**config.mk**
```make
export PLATFORM = sky130hd
export DESIGN_NAME = mem_access_unit
export DESIGN_NICKNAME = d
export VERILOG_FILES = /design/src/rtl/mem_access_unit.sv
export SDC_FILE = /design/constraint.sdc
export NUM_CORES = 1
export LEC_CHECK = 0
export ABC_AREA = 1
export ABC_CLOCK_PERIOD_IN_PS = 9460
export CAP_MARGIN = 40
export CORE_MARGIN = 8
export CORE_UTILIZATION = 52
export CTS_CLUSTER_DIAMETER = 100
export DETAILED_ROUTE_END_ITERATION = 12
export GPL_TIMING_DRIVEN = 0
export PLACE_DENSITY_LB_ADDON = 0.08
export REMOVE_ABC_BUFFERS = 1
export SYNTH_ARGS = -nofsm -noshare
export SYNTH_HDL_FRONTEND = slang
export SYNTH_SLANG_ARGS = --single-unit
export TNS_END_PERCENT = 50
```
**constraint.sdc**
```tcl
create_clock -name clk -period 9.46 [get_ports clk]
set_clock_uncertainty 0.15 [all_clocks]
set_input_delay 1.419 -clock clk [delete_from_list [all_inputs] [get_ports clk]]
set_output_delay 1.419 -clock clk [all_outputs]
set_load 0.01 [all_outputs]
```
**src/rtl/mem_access_unit.sv**
```systemverilog
// Memory-access stage: FIFO store buffer draining to Data_Memory, loads wait for the drain.
// Define MEM_ACCESS_FWD_EN to forward buffered store data to loads instead of waiting.
module mem_access_unit #(
   parameter int DATA_W   = 16,
   parameter int ADDR_W   = 16,
   parameter int DEPTH    = 8,
   parameter int SB_DEPTH = 2
) (
   input  logic              clk,
   input  logic              rst,
   input  logic              req_valid,
   output logic              req_ready,
   input  logic              req_we,
   input  logic [ADDR_W-1:0] req_addr,
   input  logic [DATA_W-1:0] req_wdata,
   output logic              rsp_valid,
   output logic [DATA_W-1:0] rsp_rdata,
   output logic              rsp_err,
   output logic              sb_empty,
   output logic [ADDR_W-1:0] mem_access_addr,
   output logic [DATA_W-1:0] mem_write_data,
   output logic              mem_write_en,
   output logic              mem_read,
   input  logic [DATA_W-1:0] mem_read_data
);

   localparam int PTR_W = (SB_DEPTH > 1) ? $clog2(SB_DEPTH) : 1;
   localparam int CNT_W = $clog2(SB_DEPTH + 1);
   localparam logic [ADDR_W-1:0] DEPTH_A  = ADDR_W'(DEPTH);
   localparam logic [PTR_W-1:0]  LAST_PTR = PTR_W'(SB_DEPTH - 1);
   localparam logic [CNT_W-1:0]  FULL_CNT = CNT_W'(SB_DEPTH);

   typedef enum logic [1:0] {IDLE, LD_WAIT, LD_READ, RESP} state_t;

   state_t            state_q;
   logic [ADDR_W-1:0] sbAddr_q [SB_DEPTH];
   logic [DATA_W-1:0] sbData_q [SB_DEPTH];
   logic [PTR_W-1:0]  head_q, tail_q;
   logic [CNT_W-1:0]  count_q, count_d;
   logic [ADDR_W-1:0] ldAddr_q;
   logic [DATA_W-1:0] rspData_q;
   logic              rspErr_q;

   logic accept, addrOk, push, pop;

   assign req_ready = (state_q == IDLE) && (count_q != FULL_CNT);
   assign accept    = req_valid && req_ready;
   assign addrOk    = req_addr < DEPTH_A;
   assign push      = accept && req_we && addrOk;
   // The memory port is idle while reset is asserted, so a pending store is never written.
   assign pop       = (count_q != '0) && (state_q != LD_READ) && !rst;
   assign count_d   = count_q + CNT_W'(push) - CNT_W'(pop);

`ifdef MEM_ACCESS_FWD_EN
   localparam int IDX_W = (DEPTH > 1) ? $clog2(DEPTH) : 1;

   logic              fwdHit;
   logic [DATA_W-1:0] fwdData;
   logic [PTR_W-1:0]  fwdIdx;

   // Walk oldest to youngest so the youngest matching store wins.
   always_comb begin
      fwdHit  = 1'b0;
      fwdData = '0;
      fwdIdx  = '0;
      for (int i = 0; i < SB_DEPTH; i++) begin
         fwdIdx = PTR_W'((int'(head_q) + i) % SB_DEPTH);
         if ((i < int'(count_q)) &&
             (sbAddr_q[fwdIdx][IDX_W-1:0] == req_addr[IDX_W-1:0])) begin
            fwdHit  = 1'b1;
            fwdData = sbData_q[fwdIdx];
         end
      end
   end
`endif

   always_ff @(posedge clk) begin
      if (rst) begin
         state_q   <= IDLE;
         head_q    <= '0;
         tail_q    <= '0;
         count_q   <= '0;
         ldAddr_q  <= '0;
         rspData_q <= '0;
         rspErr_q  <= 1'b0;
      end else begin
         count_q <= count_d;
         if (push) begin
            sbAddr_q[tail_q] <= req_addr;
            sbData_q[tail_q] <= req_wdata;
            tail_q           <= (tail_q == LAST_PTR) ? '0 : tail_q + 1'b1;
         end
         if (pop) begin
            head_q <= (head_q == LAST_PTR) ? '0 : head_q + 1'b1;
         end
         case (state_q)
            IDLE: begin
               if (accept && !addrOk) begin
                  rspData_q <= '0;
                  rspErr_q  <= 1'b1;
                  state_q   <= RESP;
               end else if (accept && !req_we) begin
                  ldAddr_q <= req_addr;
                  rspErr_q <= 1'b0;
`ifdef MEM_ACCESS_FWD_EN
                  if (fwdHit) begin
                     rspData_q <= fwdData;
                     state_q   <= RESP;
                  end else begin
                     state_q <= LD_READ;
                  end
`else
                  state_q <= (count_d != '0) ? LD_WAIT : LD_READ;
`endif
               end
            end
            LD_WAIT: begin
               if (count_d == '0) state_q <= LD_READ;
            end
            LD_READ: begin
               rspData_q <= mem_read_data;
               rspErr_q  <= 1'b0;
               state_q   <= RESP;
            end
            RESP:    state_q <= IDLE;
            default: state_q <= IDLE;
         endcase
      end
   end

   assign rsp_valid = (state_q == RESP);
   assign rsp_rdata = rspData_q;
   assign rsp_err   = rspErr_q && (state_q == RESP);
   assign sb_empty  = (count_q == '0);

   // A load read owns the port for its single cycle; otherwise the buffer head drains.
   always_comb begin
      mem_read        = 1'b0;
      mem_write_en    = 1'b0;
      mem_access_addr = '0;
      mem_write_data  = '0;
      if (!rst) begin
         if (state_q == LD_READ) begin
            mem_read        = 1'b1;
            mem_access_addr = ldAddr_q;
         end else if (count_q != '0) begin
            mem_write_en    = 1'b1;
            mem_access_addr = sbAddr_q[head_q];
            mem_write_data  = sbData_q[head_q];
         end
      end
   end

endmodule
```
==> results.cfg <==
[cts]
clkLatencyLatePin_ns = 0.35
cts_hold_buf = 0
tritoncts = yes
root_buffer = clkbuf_8
numCtsBuffers = 9
cts_sinks = 104
clkTransAtPathRegs_ns = 0.09
clockBufferDepth = 2
cts_resized = 0
htree_levels = 3
post-cts-setup-buffer-count = 0

[worst_setup_path]
worst_path_max_delay_cell = inv_1
critPathArrivalTime_ns = 4.15
required_ns = 7.89
critPathMaxStageDelay_ns = 0.64
critPathMaxFanout = 20
crit_path_cell_trace = clkdlybuf4s50_1 -> buf_8 -> inv_1 -> nand2_1 -> inv_1 -> nand2_1 -> o31ai_1 -> clkdlybuf4s50_1
r2r_slack_ns = 6.57
path_class = input pin to output pin
cp-start-kind = input pin
crit_path_end_kind = output pin
cp.buffers_inverters = 5
timing.rr.end = state_q[0]
path_delay_family = buffers and inverters
worstRegToRegCells = 16
r2r-start = state_q[0]

[grt]
grt_usage_pct = 17.1
grt_pass1_vias = 3187
gr-total-overflow = 0
antenna_found_initial = 0
grt_pass1_wl_um = 15300
grt_max_degree = 24

[synth]
synth_edf_count = 64
ys_warn_count = 0
synth.cell_area_um2 = 4120
ys_seq_area_share_pct = 66.0
synthFlopType = edfxtp_1
synth_cell_type_count = 24
synthArstFlopShare_pct = 0
syn_inst = 402
ys_ff_latch = 104
avgSynthCellArea_um2 = 10.3

[routing]
route.met2.wl_um = 4830
vias = 3173
avgViaCountPerCell = 5.17
top_layer_used = met4
drt-met1-wl_um = 3920
avgRoutedWirePerCell_um = 15.7
dr.first_iter.drc_count = 123
wl_met3_um = 776
drtPass1Iterations = 4
routed_wl_um = 9630
route.detailed.drc = 0
ant_nets = 0

[sta]
min_period_over_period_pct = 60.4
slew_viol_final = 0
fmax_mhz = 175
final.setup.tns_ns = 0
rsz0062_at_grt = false
hold_viol = 0
tightest_slew_ns = 0.658
min_period_ns = 5.71
slew_headroom_pct = 56.1
setup_viol = 0
setup_ws_ns = 3.75

[final_layout]
instances_no_fill = 614
final_core_util_pct = 72.9
final_cell_mix = 105 x clkdlybuf4s50_1, 86 x nand2_1, 64 x edfxtp_1
n_antenna_cell = 0
num-nets-final = 566
fillers = 538
area_delta_synth_final_pct = 35.9
final_common_cell = clkdlybuf4s50_1
drive_above_1_share_pct = 5.86

[status]
status = finished clean

[power]
leakagePower_nw = 2.08
powerDensity_nw_per_um2 = 179
vdd_ir_drop_max_v = 0.000146

[place]
gp_congestion = 0.775
io_buffers = 105
dp_hpwl_um = 6890
dpl_worst_slack_ns = 3.73
dpl.cell_count = 598

[floorplan]
start_util_pct = 53.6
die_w_um = 105
die_h_um = 105
io-pin-count = 106
die_area_um2 = 11000
rows = 32
core-area_um2 = 7690

[worst_hold_path]
hold_path.class = register to register
min_path_cells = 2
hold_end = ldAddr_q[8]
min_from = ldAddr_q[8]

[run]
max_cap_violations = 0
cells in the mapped netlist (2+ instances only):
master	number	area (um^2)
nor3_1	13	65.1
nor2_1	49	184
a21oi_1	24	120
o31ai_1	3	22.5
dfxtp_1	40	801
o32ai_1	13	114
clkbuf_1	11	41.3
o21ai_0	2	10.0
ha_1	7	87.6
edfxtp_1	64	1920
buf_2	6	30.0
nand2_1	86	323
nand3_1	37	185
inv_1	36	135
nand2_2	2	12.5
worst reg2reg max path, cell delays in order (launching register included):
cell and delay, ns:
dfxtp_1 0.34, inv_1 0.12, ha_1 0.28, nand2_1 0.12, nor2_2 0.16, nand4_1 0.30, ha_1 0.39, inv_1 0.04
ha_1 0.26, inv_1 0.07, nand3_1 0.11, inv_1 0.07, nand2_1 0.04, nand2_1 0.07, nand2_1 0.06, nor2_1 0.13
nor2_1 0.07
routing by layer:
layer | global-route usage (%) | up-vias
met5 | 0 | -
met4 | 5.10 | 0
met3 | 6.20 | 10
met2 | 29.0 | 110
met1 | 19.8 | 1482
li1 | - | 1571
sequential cells by signal (all words and copies together), names as in the netlist, named ones only:
register	cells
state_q	2
rsp_rdata	16
ldAddr_q	16
count_q	2
sbData_q	32
tail_q	1
rspErr_q	1
sbAddr_q	32
head_q	1
area by class of cell:
| cell class | count | area, um^2 | area share (%) |
|---|---|---|---|
| flip-flops and latches | 104 | 2720 | 48.6 |
| repair buffers | 114 | 1210 | 21.7 |
| multi-input cells | 242 | 1180 | 21.1 |
| inverters | 36 | 135 | 2.41 |
| clock buffers | 10 | 128 | 2.28 |
| well taps | 102 | 128 | 2.28 |
| clock inverters | 6 | 92.6 | 1.65 |
power by group:
group          internal (mW)  switching [mW]
combinational         0.0827           0.111
sequential             0.500          0.0113
clock                  0.151           0.147
per-stage QoR:
step | total power [mW] | cell area, um^2 | hold WS (ns)
floorplan | 0.619 | 4030 | 0.272
global placement | 0.707 | 5210 | 0.284
detailed placement | 0.716 | 5380 | 0.293
CTS | 1.01 | 5600 | 0.307
global route | 1.05 | 5600 | 0.318
finish | 1.00 | 5600 | 0.309
cell families (layout without fill, tap and decap cells):
kind of cell,count (synthesis),count (layout),synth area share (%)
AND/OR/NAND/NOR,193,193,19.8
AO/OA/AOI/OAI,42,42,6.46
adder cells (fa/ha/maj),7,7,2.12
buffers and inverters,56,166,5.55
flip-flops,104,104,66.0
worst max-delay path by stage:
stage                             from            endpoint  slack, ns  depth (start not counted)
after detailed placement           rst  mem_access_addr[1]       3.73                          8
after global placement    req_addr[10]     sbData_q[1][10]       2.63                          6
final                              rst  mem_access_addr[0]       3.75                          8
after floorplan            req_addr[3]      sbAddr_q[1][0]       4.67                          4
after CTS                          rst  mem_access_addr[0]       3.71                          8
after global routing               rst  mem_access_addr[0]       3.52                          8
Power figures use the tool's default switching activity.
